<file path="src/rtl/ram_cmd_pkg.sv">
// Shared opcode, FSM-state and decoded-command definitions
// for the SPI-side RAM command controller.
package ram_cmd_pkg;

    localparam logic [1:0] OP_WR_ADDR = 2'b00;
    localparam logic [1:0] OP_WR_DATA = 2'b01;
    localparam logic [1:0] OP_RD_ADDR = 2'b10;
    localparam logic [1:0] OP_RD_DATA = 2'b11;

    typedef enum logic [1:0] {
        IDLE  = 2'b00,
        ARMED = 2'b01,
        TX    = 2'b10
    } state_t;

    typedef struct packed {
        logic wr_addr;
        logic wr_data;
        logic rd_addr;
        logic rd_data;
    } cmd_t;

    // One-hot decode of an accepted command; all-zero when rx_valid is low.
    function automatic cmd_t decode(input logic vld, input logic [1:0] op);
        cmd_t c;
        c = '0;
        if (vld) begin
            unique case (1'b1)
                (op == OP_WR_ADDR): c.wr_addr = 1'b1;
                (op == OP_WR_DATA): c.wr_data = 1'b1;
                (op == OP_RD_ADDR): c.rd_addr = 1'b1;
                (op == OP_RD_DATA): c.rd_data = 1'b1;
                default:            c = '0;
            endcase
        end
        return c;
    endfunction

endpackage

</file>
<file path="src/rtl/ram_cmd_ctrl_ram.sv">
// Synchronous single-port RAM with a registered read port that only
// updates on a read, so it doubles as the output hold register.
module ram_sp_sync #(
    parameter int DATA_W = 8,
    parameter int ADDR_W = 8
) (
    input  logic              clk,
    input  logic              rst_n,
    input  logic              en,
    input  logic              we,
    input  logic [ADDR_W-1:0] addr,
    input  logic [DATA_W-1:0] din,
    output logic [DATA_W-1:0] q
);

    localparam int DEPTH = 1 << ADDR_W;

    logic [DATA_W-1:0] mem [0:DEPTH-1];

    always_ff @(posedge clk) begin
        if (en && we) begin
            mem[addr] <= din;
        end
    end

    // Only the read register is reset; the array keeps its contents.
    always_ff @(posedge clk or negedge rst_n) begin
        if (!rst_n) begin
            q <= '0;
        end else if (en && !we) begin
            q <= mem[addr];
        end
    end

endmodule

</file>
<file path="src/rtl/ram_cmd_ctrl.sv">
// Command decoder, address pointers, read FSM and error pulse
// in front of a single-port synchronous RAM.
module ram_cmd_ctrl
    import ram_cmd_pkg::*;
#(
    parameter int DATA_W   = 8,
    parameter int ADDR_W   = 8,
    parameter int AUTO_INC = 1
) (
    input  logic              clk,
    input  logic              rst_n,
    input  logic [DATA_W+1:0] din,
    input  logic              rx_valid,
    input  logic              tx_ready,
    output logic [DATA_W-1:0] dout,
    output logic              tx_valid,
    output logic              err
);

    localparam logic [ADDR_W-1:0] PTR_STEP =
        (AUTO_INC != 0) ? ADDR_W'(1) : '0;

    logic [1:0]        opcode;
    logic [DATA_W-1:0] payload;
    cmd_t              cmd;

    state_t            state;
    state_t            state_nxt;
    logic              rd_fire;
    logic              err_nxt;

    logic [ADDR_W-1:0] wr_ptr;
    logic [ADDR_W-1:0] rd_ptr;

    logic              ram_en;
    logic [ADDR_W-1:0] ram_addr;

    assign opcode  = din[DATA_W+1:DATA_W];
    assign payload = din[DATA_W-1:0];
    assign cmd     = decode(rx_valid, opcode);

    always_ff @(posedge clk or negedge rst_n) begin
        if (!rst_n) begin
            state <= IDLE;
        end else begin
            state <= state_nxt;
        end
    end

    // The tx_ready handshake is honoured even on cycles without a command.
    always_comb begin
        state_nxt = state;
        rd_fire   = 1'b0;
        err_nxt   = 1'b0;
        unique case (state)
            IDLE: begin
                if (cmd.rd_addr) begin
                    state_nxt = ARMED;
                end else if (cmd.rd_data) begin
                    err_nxt = 1'b1;
                end
            end
            ARMED: begin
                if (cmd.rd_data) begin
                    rd_fire   = 1'b1;
                    state_nxt = TX;
                end
            end
            TX: begin
                if (cmd.rd_data) begin
                    if (tx_ready) begin
                        rd_fire = 1'b1;
                    end else begin
                        err_nxt = 1'b1;
                    end
                end else if (tx_ready) begin
                    state_nxt = ARMED;
                end
            end
            default: begin
                state_nxt = IDLE;
            end
        endcase
    end

    always_ff @(posedge clk or negedge rst_n) begin
        if (!rst_n) begin
            wr_ptr <= '0;
        end else if (cmd.wr_addr) begin
            wr_ptr <= payload[ADDR_W-1:0];
        end else if (cmd.wr_data) begin
            wr_ptr <= wr_ptr + PTR_STEP;
        end
    end

    always_ff @(posedge clk or negedge rst_n) begin
        if (!rst_n) begin
            rd_ptr <= '0;
        end else if (cmd.rd_addr) begin
            rd_ptr <= payload[ADDR_W-1:0];
        end else if (rd_fire) begin
            rd_ptr <= rd_ptr + PTR_STEP;
        end
    end

    always_ff @(posedge clk or negedge rst_n) begin
        if (!rst_n) begin
            err <= 1'b0;
        end else begin
            err <= err_nxt;
        end
    end

    assign tx_valid = (state == TX);

    // A cycle carries at most one command, so one port serves both pointers.
    assign ram_en   = cmd.wr_data | rd_fire;
    assign ram_addr = cmd.wr_data ? wr_ptr : rd_ptr;

    ram_sp_sync #(
        .DATA_W (DATA_W),
        .ADDR_W (ADDR_W)
    ) u_ram (
        .clk   (clk),
        .rst_n (rst_n),
        .en    (ram_en),
        .we    (cmd.wr_data),
        .addr  (ram_addr),
        .din   (payload),
        .q     (dout)
    );

endmodule

</file>
<file path="config.mk">
export PLATFORM = sky130hd
export DESIGN_NAME = ram_cmd_ctrl
export DESIGN_NICKNAME = d
export VERILOG_FILES = /design/src/rtl/ram_cmd_pkg.sv /design/src/rtl/ram_cmd_ctrl_ram.sv /design/src/rtl/ram_cmd_ctrl.sv
export SDC_FILE = /design/constraint.sdc
export NUM_CORES = 2
export LEC_CHECK = 0
export BUFFER_PORTS_ARGS = -buffer_cell sky130_fd_sc_hd__buf_2
export CORE_UTILIZATION = 60
export CTS_CLUSTER_SIZE = 14
export DETAILED_ROUTE_END_ITERATION = 10
export MAX_ROUTING_LAYER = met4
export PLACE_DENSITY = 0.83
export SETUP_SLACK_MARGIN = 0.15
export SLEW_MARGIN = 20
export SYNTH_ARGS = -nofsm -noshare
export SYNTH_HDL_FRONTEND = slang
export SYNTH_SLANG_ARGS = --single-unit
</file>
<file path="constraint.sdc">
create_clock -name clk -period 4.42 [get_ports clk]
set_input_delay 0.884 -clock clk [delete_from_list [all_inputs] [get_ports clk]]
set_output_delay 0.884 -clock clk [all_outputs]
set_load 0.005 [all_outputs]
</file>
==> summary.md <==
| Metric | Value |
|---|---|
| Site Rows | `134` |
| Logic gate share of total power | `26.0%` |
| Tightest Pin Transition | `1.15 ns` |
| Vias in the first global route | `49100` |
| Status | `complete, but fails checks` |
| GR Util met1 | `44.7%` |
| # DRC | `2` |
| Syn_area_per_cell | `16.4 um^2` |
| Critical Path Sink Type | `flip-flop` |
| GR Util met3 | `8.46%` |
| WP data arrival | `4.85 ns` |
| Hold Slack | `0.113 ns` |
| Dpl hpwl | `136000 um` |
| Post-synth top flop | `edfxtp_1` |
| Total Power | `51.6 mW` |
| H-Tree Depth | `4` |
| Switching power | `15.9 mW` |
| Most used routing layer | `met2` |
| Reg clk slew, reported paths | `0.06 ns` |
| Post-synth ARST share | `1.30%` |
| Max Slew Vio Count | `0` |
| CTS buffer count | `193` |
| Yosys warns | `0` |
| VDD IR-drop max | `0.000442 V` |
| Placed Instances | `6876` |
| Setup tns final | `0 ns` |
| Global Route Usage Sum | `34.3%` |
| Top-Level Pins | `24` |
| Fmax achieved | `244 MHz` |
| RSZ-0062 raised after global routing | `no` |
| Most frequent cells in the layout | `2048 x edfxtp_1, 916 x nand2_1, 389 x buf_4, 293 x nor2_1, 245 x mux4_2` |
| Share of cells above drive strength 1 | `18.2%` |
| Final #Nets | `5322` |
| Area growth syn-to-layout | `13.7%` |
| Clock Tree Root | `clkbuf_16` |
| Syn Inst Count | `4951` |
| Starting Density | `60.6%` |
| Worst Skew | `0.0364 ns` |
| #FFs+latches synth | `2075` |
| Switching share of power | `30.8%` |
| CP required | `5.16 ns` |
| Max Cap Viol | `0` |
| Die Y | `370 um` |
| Final hold vios | `0` |
| TritonCTS clock tree | `done` |
| Sink Count | `2075` |
| First-pass GRT wire length | `328000 um` |
| HP Class | `input port to asynchronous set/reset pin` |
| CP Max Fanout | `28` |
| Clock power frac | `31.5%` |
| Register area share after synthesis | `76.5%` |
| Final setup vio count | `0` |
| Number of unique standard cell types used by synthesis | `67` |
| Syn Std Cell Area | `81200 um^2` |
| GP Congestion | `0.969` |
| Largest cells by area after synthesis | `edfxtp_1 76%, mux4_2 6.8%, nand2_1 4.2%, mux2i_1 1.5%, nor2_1 1.4%` |
| Routed len/inst | `31.4 um` |
| Die span in x | `370 um` |
| Detailed Routing Iterations Pass 1 | `9` |
| Setup CP Type | `flip-flop to flip-flop` |
| Worst-skew pair later-pin latency | `0.87 ns` |
| Seq pwr share | `42.5%` |
| Rel. slew slack | `23.2%` |
| Syn Nets | `4970` |
| Fin crit share | `92.9%` |
| Setup bufs post-CTS | `0` |
| Vias/cell | `6.95` |
| P per Cell Area | `559 nW/um^2` |
| Initial antenna violation count | `9` |
| Die ar. | `137000 um^2` |
| Post-synth EDFFs | `2048` |
| Top cell type by total area after synthesis | `edfxtp_1` |
| Maximum buffer depth of the clock tree | `3` |
| Crit path time final | `4.11 ns` |
| DR vias | `50300` |
| P_leak | `30.3 nW` |
| Internal power | `35.7 mW` |
| Remaining Overflow, GRT | `0` |
| Core box area | `134000 um^2` |
| Violated checks | `DRC` |
| Critical Path Source Type | `flip-flop` |
| Finished Layout Cells | `7239` |
| Met2 Use GR | `50.7%` |
| Routed WL | `227000 um` |
| Top cell type's share of synthesized area | `75.7%` |
| Port Buf Inserts | `23` |
| Largest net degree at the start of global routing | `129` |
| Iteration-0 DRC Markers | `8917` |
| Post-route ant nets | `0` |
| Most common cell after layout, fill and taps aside | `edfxtp_1` |
==> cell type report <==
type | count | area [um^2]
Sequential cell | 2075 | 62200
Fill cell | 7719 | 41600
Multi-Input combinational cell | 2554 | 17600
Clock buffer | 244 | 5060
Timing Repair Buffer | 467 | 4210
Tap cell | 1768 | 2210
Clock inverter | 102 | 967
Inverter | 12 | 45.0
Antenna cell | 17 | 42.5
==> registers in the layout (all words and copies together), names as in the netlist <==
| register | flops |
|---|---|
| u_ram.mem | 2048 |
| rd_ptr | 8 |
| u_ram.q | 8 |
| wr_ptr | 8 |
| state | 2 |
| err | 1 |
==> cell families (layout without fill, tap and decap cells) <==
logic type / count (synthesis) / after routing / synth area share [%]
compound gates: 619 / 619 / 5.07
fa+ha+maj: 5 / 5 / 0.0770
buf+inv: 322 / 825 / 1.95
flops: 2075 / 2075 / 76.5
mux: 374 / 374 / 8.39
other cells: 0 / 17 / 0
simple gates: 1556 / 1556 / 7.97
==> through the flow <==
step,utilization [%],setup WS [ns],area [um^2]
2_1_floorplan,-,0.626,81200
3_3_place_gp,64.4,-0.169,86300
3_5_place_dp,64.4,-0.236,86300
4_1_cts,68.9,0.353,92300
5_1_grt,68.9,0.262,92300
6_report,68.9,0.314,92400
==> per-layer routing <==
layer | share of wire (%) | vias to the layer above
met5 | 0 | -
met4 | 5.8 | 0
met3 | 14 | 858
met2 | 46 | 4656
met1 | 34 | 24800
li1 | - | 20000
==> cell usage after synthesis (4+ instances only) <==
cell	number
mux2i_1	125
nand2b_1	6
buf_1	26
ha_1	5
clkbuf_1	124
nor4_1	24
a41oi_1	7
dfrtp_1	27
nor3_1	14
o31ai_1	4
nand3_1	199
buf_4	24
a2111oi_0	45
mux4_2	245
nand4_1	26
nand2_1	918
a222oi_1	7
edfxtp_1	2048
inv_1	12
a221o_1	5
o211ai_1	5
a22o_1	17
buf_2	118
a31oi_1	106
o22ai_1	42
a22oi_1	93
o21ai_0	21
or4_1	5
a21oi_1	197
buf_6	18
nor2_1	293
and3_1	51
a32oi_1	10
o2111ai_1	11
o221ai_1	4
a311oi_1	5
a221oi_1	8
a211oi_1	12
==> worst max-delay path, stage by stage, from the launching register on <==
cell and delay (ns):
dfrtp_1 0.49, and4b_1 0.32, a21oi_4 0.20, buf_12 0.20
buf_12 0.27, mux4_2 0.60, a2111oi_0 0.81, a22o_1 0.24
a2111oi_0 0.12, a31o_1 0.33, o32a_1 0.37
==> power groups by stage <==
stage / Sequential, mW / Clock [mW] / Combinational (mW)
global route: 21.9 / 16.9 / 13.9
global placement: 22.3 / 0 / 12.6
floorplan: 22.2 / 0 / 7.78
finish: 21.9 / 16.2 / 13.4
CTS: 21.9 / 16.2 / 13.1
detailed placement: 22.3 / 0 / 12.8
==> final timing paths <==
| path | startpoint | end | slack [ns] | cells after the start |
|---|---|---|---|---|
| min | rst_n | err$_DFF_PN0_ | 0.11 | 1 |
| max reg2reg | wr_ptr[0]$_DFFE_PN0P_ | u_ram.q[7]$_DFFE_PN0P_ | 0.31 | 10 |
| max | wr_ptr[0]$_DFFE_PN0P_ | u_ram.q[7]$_DFFE_PN0P_ | 0.31 | 10 |
| max in group asynchronous | rst_n | wr_ptr[5]$_DFFE_PN0P_ | 3.76 | 1 |
| min in group clk | state[1]$_DFFE_PN0P_ | state[1]$_DFFE_PN0P_ | 0.56 | 1 |
| min reg2reg | state[1]$_DFFE_PN0P_ | state[1]$_DFFE_PN0P_ | 0.56 | 1 |
==> repair_timing <==
action / CTS / global route
resized for setup: 0 / 2
hold buffers: 0 / 0
setup endpoints to repair: 0 / 1
No activity file was read; power rests on OpenSTA's default activity.
